## config.mk

```make
export PLATFORM = sky130hd
export DESIGN_NAME = seq_divider
export DESIGN_NICKNAME = d
export VERILOG_FILES = /design/src/rtl/arith_pkg.sv /design/src/rtl/div_step.sv /design/src/rtl/seq_divider.sv
export SDC_FILE = /design/constraint.sdc
export NUM_CORES = 1
export LEC_CHECK = 0
export ABC_AREA = 1
export ABC_CLOCK_PERIOD_IN_PS = 3700
export CORE_MARGIN = 5
export CORE_UTILIZATION = 50
export CTS_CLUSTER_DIAMETER = 30
export DETAILED_ROUTE_END_ITERATION = 8
export GPL_ROUTABILITY_DRIVEN = 0
export PLACE_DENSITY = 0.85
export SYNTH_ARGS = -nofsm -noshare
export SYNTH_HDL_FRONTEND = slang
export SYNTH_SLANG_ARGS = --single-unit
```

## constraint.sdc

```tcl
create_clock -name clk -period 3.7 [get_ports clk]
set_input_delay 1.11 -clock clk [delete_from_list [all_inputs] [get_ports clk]]
set_output_delay 1.11 -clock clk [all_outputs]
set_load 0.02 [all_outputs]
```

## src/rtl/arith_pkg.sv

```systemverilog
// arith_pkg: shared state encoding and default width for the arithmetic units
package arith_pkg;
  typedef enum logic [1:0] {IDLE = 2'd0, RUN = 2'd1, DONE = 2'd2} state_t;
  localparam int WIDTH_DEF = 4;
endpackage

```

## src/rtl/div_step.sv

```systemverilog
// div_step: one restoring-division step, ripple subtract via inverted B and carry-in 1
module div_step #(
  parameter int W = 4
) (
  input  logic [W:0]   r,
  input  logic [W-1:0] d,
  output logic [W:0]   r_next,
  output logic         q
);
  logic [W:0]   b;
  logic [W:0]   s;
  logic [W+1:0] c;
  assign b    = ~{1'b0, d};
  assign c[0] = 1'b1;
  for (genvar i = 0; i <= W; i++) begin : g_fa
    assign s[i]   = r[i] ^ b[i] ^ c[i];
    assign c[i+1] = (r[i] & b[i]) | (c[i] & (r[i] ^ b[i]));
  end
  // carry-out set means no borrow, so the subtraction is kept
  assign q      = c[W+1];
  assign r_next = q ? s : r;
endmodule

```

## src/rtl/seq_divider.sv

```systemverilog
// seq_divider: sequential unsigned restoring divider, one quotient bit per clock
module seq_divider
  import arith_pkg::*;
#(
  parameter int WIDTH = WIDTH_DEF
) (
  input  logic             clk,
  input  logic             rst,
  input  logic             start,
  input  logic [WIDTH-1:0] Dividend,
  input  logic [WIDTH-1:0] Divisor,
  output logic [WIDTH-1:0] Quotient,
  output logic [WIDTH-1:0] Remainder,
  output logic             busy,
  output logic             done,
  output logic             div_by_zero
);
  localparam int CW = $clog2(WIDTH) + 1;
  state_t           state;
  logic [CW-1:0]    cnt;
  logic [WIDTH:0]   r;
  logic [WIDTH-1:0] q;
  logic [WIDTH-1:0] dvs;
  logic [WIDTH:0]   r_nx;
  logic             qb;
  logic [WIDTH-1:0] q_nx;
  div_step #(.W(WIDTH)) u_step (
    .r      ({r[WIDTH-1:0], q[WIDTH-1]}),
    .d      (dvs),
    .r_next (r_nx),
    .q      (qb)
  );
  assign q_nx = {q[WIDTH-2:0], qb};
  always_ff @(posedge clk) begin
    if (rst) begin
      state       <= IDLE;
      cnt         <= '0;
      r           <= '0;
      q           <= '0;
      dvs         <= '0;
      Quotient    <= '0;
      Remainder   <= '0;
      busy        <= 1'b0;
      done        <= 1'b0;
      div_by_zero <= 1'b0;
    end else if (start && state != RUN) begin
      dvs <= Divisor;
      if (Divisor == '0) begin
        state       <= DONE;
        Quotient    <= '1;
        Remainder   <= Dividend;
        div_by_zero <= 1'b1;
        busy        <= 1'b0;
        done        <= 1'b1;
      end else begin
        state <= RUN;
        r     <= '0;
        q     <= Dividend;
        cnt   <= CW'(WIDTH);
        busy  <= 1'b1;
        done  <= 1'b0;
      end
    end else if (state == RUN) begin
      r   <= r_nx;
      q   <= q_nx;
      cnt <= cnt - 1'b1;
      if (cnt == CW'(1)) begin
        state       <= DONE;
        Quotient    <= q_nx;
        Remainder   <= r_nx[WIDTH-1:0];
        div_by_zero <= 1'b0;
        busy        <= 1'b0;
        done        <= 1'b1;
      end
    end else begin
      state <= IDLE;
      done  <= 1'b0;
    end
  end
endmodule

```

# After elaboration in Yosys (flattened, before gate mapping)
# Cells that the tools add are included.
[word_totals]
register_bits = 28
in_bits = 11
[op_classes]
add_sub_neg = 1
eq_ne = 6
muxes = 32
n_bitwise = 24
n_reduce_logical = 7
[op_table]
columns = ["cell", "count"]
rows = [
  ["$mux 4", 15],
  ["$mux 1", 10],
  ["$and 1x1->1", 9],
  ["$mux 3", 3],
  ["$mux 2", 4],
  ["$xor 1x1->1", 8],
  ["$not 4->5", 1],
  ["$or 1x1->1", 5],
  ["$logic_not 4->1", 1],
  ["$ne 2x1->1 const B", 2],
  ["$reduce_and 2->1", 2],
  ["$reduce_bool 2->1", 2],
  ["$eq 3x1->1 const B", 1],
  ["$ne 3x2->1 const B", 1],
  ["$reduce_and 3->1", 1],
  ["$sub 3x1->3 const B", 1],
  ["$eq 2x1->1 const B", 1],
  ["$ne 2x2->1 const B", 1],
  ["$logic_and 1x1->1", 1],
  ["$not 1->1", 1],
]

# Logic depth before layout (Yosys ltp)
[depth]
word_depth = 15
mapped_depth = 11
ltp_nobuf = 11

# Modules after synthesis
# A second synthesis with hierarchy kept.
[hier_totals]
hier_cells = 198
hier_area_um2 = 1376.3
[by_module_without_submodules]
columns = ["mod", "n_inst", "cells_per_inst", "area_per_inst_um2", "seq_area_each_um2"]
rows = [
  ["seq_divider", 1, 169, 1197.4, 540.5],
  ["div_step", 1, 29, 178.9, 0.0],
]

# Worst setup path after synthesis
# Ideal clock, no wire load.
[synth_path]
path_type = "register to register"
start = "reg q[3]"
end = "reg Remainder[0]"
setup_time_ps = 113
t_arrival_ps = 2207
required_ps = 3587
slack_ps = 1380
path_stages_with_launch = 12
n_path_buf = 0
path_cell_list = "dfxtp_1 > inv_1 > ha_1 > fa_1 > fa_1 > fa_1 > nand2_1 > nand2_1 > nand3_1 > nand2_1 > nor2_1 > nor2_1"
[synth_between]
elab_chain_cells = 14
[synth_rtl]
columns = ["item", "line", "text"]
rows = [
  ["from (decl)", "seq_divider.sv:22", "logic [WIDTH-1:0] q;"],
  ["from (signal assigned)", "seq_divider.sv:58", "q <= Dividend;"],
  ["from (signal assigned)", "seq_divider.sv:65", "q <= q_nx;"],
  ["$and 1x1->1 or $xor 1x1->1 (tied branches)", "div_step.sv:17, div_step.sv:16", ""],
  ["$or 1x1->1", "div_step.sv:17", "assign c[i+1] = (r[i] & b[i]) | (c[i] & (r[i] ^ b[i]));"],
  ["$and 1x1->1", "div_step.sv:17", ""],
  ["$or 1x1->1", "div_step.sv:17", ""],
  ["$and 1x1->1", "div_step.sv:17", ""],
  ["$or 1x1->1", "div_step.sv:17", ""],
  ["$and 1x1->1", "div_step.sv:17", ""],
  ["$or 1x1->1", "div_step.sv:17", ""],
  ["$and 1x1->1", "div_step.sv:17", ""],
  ["$or 1x1->1", "div_step.sv:17", ""],
  ["$mux 4 *", "div_step.sv:21", "assign r_next = q ? s : r;"],
  ["$mux 4 *", "seq_divider.sv:67", "if (cnt == CW'(1)) begin"],
  ["$mux 4 *", "seq_divider.sv:63", "end else if (state == RUN) begin"],
  ["$mux 4 *", "seq_divider.sv:46", "end else if (start && state != RUN) begin"],
  ["to (signal assigned)", "seq_divider.sv:51", "Remainder <= Dividend;"],
  ["to (signal assigned)", "seq_divider.sv:70", "Remainder <= r_nx[WIDTH-1:0];"],
  ["to (decl)", "seq_divider.sv:13", "output logic [WIDTH-1:0] Remainder,"],
]
# Every way passes the cells marked *; elsewhere a longest branch is shown, timed or not. The select of a mux whose other input is x is not followed.
# A chain may end at the register's enable or synchronous reset.

# Final worst setup path
[layout_path]
start = "reg done"
end = "out done"
[layout_rtl]
columns = ["item", "line", "text"]
rows = [
  ["from (decl)", "seq_divider.sv:15", "output logic done,"],
  ["from (signal assigned)", "seq_divider.sv:44", "done <= 1'b0;"],
  ["from (signal assigned)", "seq_divider.sv:54", "done <= 1'b1;"],
  ["from (signal assigned)", "seq_divider.sv:61", "done <= 1'b0;"],
]
# No word-level cell between the ends.

==> impl_metrics.env <==
export IMPL_synth_top_area_share_pct=37.8
export IMPL_hp_class="reg -> reg"
export IMPL_vias=1221
export IMPL_clock_path_buffers=2
export IMPL_num_antenna_cells=0
export IMPL_synth_area_leaders="dfxtp_1 38%, nand2_1 12%, nor2_1 9.7%, inv_1 7.6%, nand3_1 4.5%"
export IMPL_async_flop_share_pct=0
export IMPL_io_pins=22
export IMPL_grt_max_degree=22
export IMPL_yosys_cell_count_top_type="nand2_1"
export IMPL_yosys_area_top_type="dfxtp_1"
export IMPL_holdPathEnd="Quotient[3]"
export IMPL_start_util_pct=51.9
export IMPL_postSynthAreaPerCell_um2=7.16
export IMPL_gr_usage_all_layers_pct=15.0
export IMPL_grt_antenna_before_repair=0
export IMPL_vias_per_cell=4.86
export IMPL_io_buffers=21
export IMPL_grt_pass1_wl_mm=4.95
export IMPL_fin_area_mm2=0.00167
export IMPL_vdd_ir_drop_max_mv=0.394
export IMPL_die_area_mm2=0.00403
export IMPL_syn_inst=200
export IMPL_path_cells="clkdlybuf4s50_1"
export IMPL_grt_pass1_vias=1157
export IMPL_setup_violations=0
export IMPL_slowest_stage="clkdlybuf4s50_1"
export IMPL_yosysSeqAreaShare_pct=37.8
export IMPL_first_pass_iters=4
export IMPL_synth_edff_count=0
export IMPL_cts_tree="done"
export IMPL_die_w_um=63.5
export IMPL_wl_per_cell_um=11.0
export IMPL_synth_top_flop_cell="dfxtp_1"
export IMPL_regArea_um2=541
export IMPL_total_power_mw=0.671
export IMPL_critPathRequiredTime_ns=2.59
export IMPL_slew_headroom_pct=59.4
export IMPL_cts_resized_gates=0
export IMPL_end_kind="output port"
export IMPL_path_delay_family="buffers and inverters"
export IMPL_hold_viol=0
export IMPL_max_freq_ghz=0.390
export IMPL_rsz0062_at_grt="no"
export IMPL_syn_area_mm2=0.00143
export IMPL_finalNetCount=238
export IMPL_syn_nets=217
export IMPL_ys_ff_latch=27
export IMPL_startpoint_type="flop"
export IMPL_placed_cells=247
export IMPL_ant_nets=0
export IMPL_stdcell_count=251
export IMPL_reg2reg_setup_slack_ns=1.17
export IMPL_cts_sinks=27
export IMPL_fin_crit_ns=2.56
export IMPL_cpPeakStageDelay_ns=0.65
export IMPL_drc_errors=0
export IMPL_cp_arrival_ns=1.45
export IMPL_drt_wl_total_mm=2.77
export IMPL_overflow=0
export IMPL_ctsHoldBuffers=0
export IMPL_pwr_density_cell_mw_per_mm2=403
export IMPL_min_from="Quotient[3]"
export IMPL_n_fill_cell=275
export IMPL_dp_hpwl_mm=2.05
export IMPL_insertion_delay_ns=0.34
export IMPL_p_leak_nw=0.840
export IMPL_crit_type="reg -> out"
export IMPL_tns_ns=0
export IMPL_worst_slew_pin_slew_ns=0.609
export IMPL_drtIter0Drc=79
export IMPL_r2r_cells=11
export IMPL_outcome="finished, final reports clean"
export IMPL_num_rows=19
export IMPL_path_buf_inv=1
export IMPL_slew_viol_final=0
export IMPL_multi_input_area_um2=724
export IMPL_postCtsSetupRepairBufs=0
export IMPL_drive_gt1_share_pct=12.3
export IMPL_die_h_um=63.5
export IMPL_areaGrowthSynthToFinish_pct=16.3
export IMPL_cts_root_buf="clkbuf_4"
export IMPL_cts_buffers=3
export IMPL_max_cap_violations=0
export IMPL_synthTopCellsByCount="45 x nand2_1, 37 x nor2_1, 29 x inv_1"
export IMPL_finalCritPeriodShare_pct=69.3
export IMPL_placed_area_mm2=0.00164
export IMPL_rr_endpoint="Remainder[3]"
export IMPL_fin_skew_ns=0.0128
export IMPL_timing_rr_start="q[3]"
export IMPL_core_area_mm2=0.00276
export IMPL_htree_levels=1
export IMPL_hold_path_depth=2
export IMPL_clkTransAtPathRegs_ns=0.16
export IMPL_yosys_warnings=0
export IMPL_synth_cell_types=24
export IMPL_cp_max_fo=3
## stage by stage
step                      util, %  worst slack [ns]  hold slack (ns)
final                        60.4              1.14            0.482
after detailed placement     59.4              1.14            0.452
after global placement       59.4              1.18            0.452
after global routing         60.4              1.00            0.519
after CTS                    60.4              1.11            0.489
after floorplan                 -              1.38            0.452
## final cells by class
| class | instances | share of cell area [%] |
|---|---|---|
| repair buffers | 21 | 12.6 |
| clock inverters | 1 | 0.301 |
| clock buffers | 3 | 1.35 |
| well taps | 31 | 2.33 |
| inverters | 33 | 7.44 |
| multi-input cells | 135 | 43.5 |
| flip-flops and latches | 27 | 32.5 |
## power breakdown
part	internal [mW]	switching, mW	total, mW
Sequential	0.317	0.0158	0.333
Clock	0.0406	0.0910	0.132
Combinational	0.0825	0.123	0.206
## state kept, by name, indices dropped and copies added (netlist names)
register,flops
Remainder,4
cnt,3
r,4
Quotient,4
state,1
done,1
dvs,4
busy,1
q,4
div_by_zero,1
## worst max path at each step
stage | start | cells after the start | to
3_5_place_dp | rst | 6 | Quotient[3]
2_1_floorplan | q[3] | 11 | Remainder[0]
5_1_grt | q[3] | 11 | Remainder[1]
4_1_cts | done | 1 | done
6_report | done | 1 | done
3_3_place_gp | Divisor[3] | 7 | r[2]
## cells by family after synthesis
family / synth area share (%)
compound gates: 8.57
flops: 37.8
fa+ha+maj: 6.82
simple gates: 35.2
buf+inv: 11.6
## cells in the final DEF (no fill, tap or decap)
cell type	netlist	layout
fa_1	3	3
or2_2	1	1
nand3b_1	1	1
dfxtp_1	27	27
a31oi_1	1	1
nor2_8	2	2
o21ai_0	7	7
o21ai_1	2	2
nand3_1	13	13
inv_1	29	29
a21oi_1	4	4
nand2_1	45	45
nor2_1	37	37
nand2_4	1	1
a21oi_4	1	1
nand3_2	1	1
nor2_2	4	4
clkinv_2	0	1
o21ai_2	4	4
inv_2	4	4
clkdlybuf4s50_1	0	21
ha_1	3	3
clkbuf_4	0	3
nand2_2	5	5
## metal layers
| metal | share of wire [%] | global-route usage, % | wire length, µm | up-vias |
|---|---|---|---|---|
| met4 | 0.47 | 3.12 | 13 | 0 |
| met2 | 45 | 25.4 | 1260 | 26 |
| li1 | - | - | - | 639 |
| met1 | 48 | 18.2 | 1340 | 554 |
| met5 | 0 | 0 | 0 | - |
| met3 | 5.8 | 4.97 | 160 | 2 |
Power figures use the tool's default switching activity.
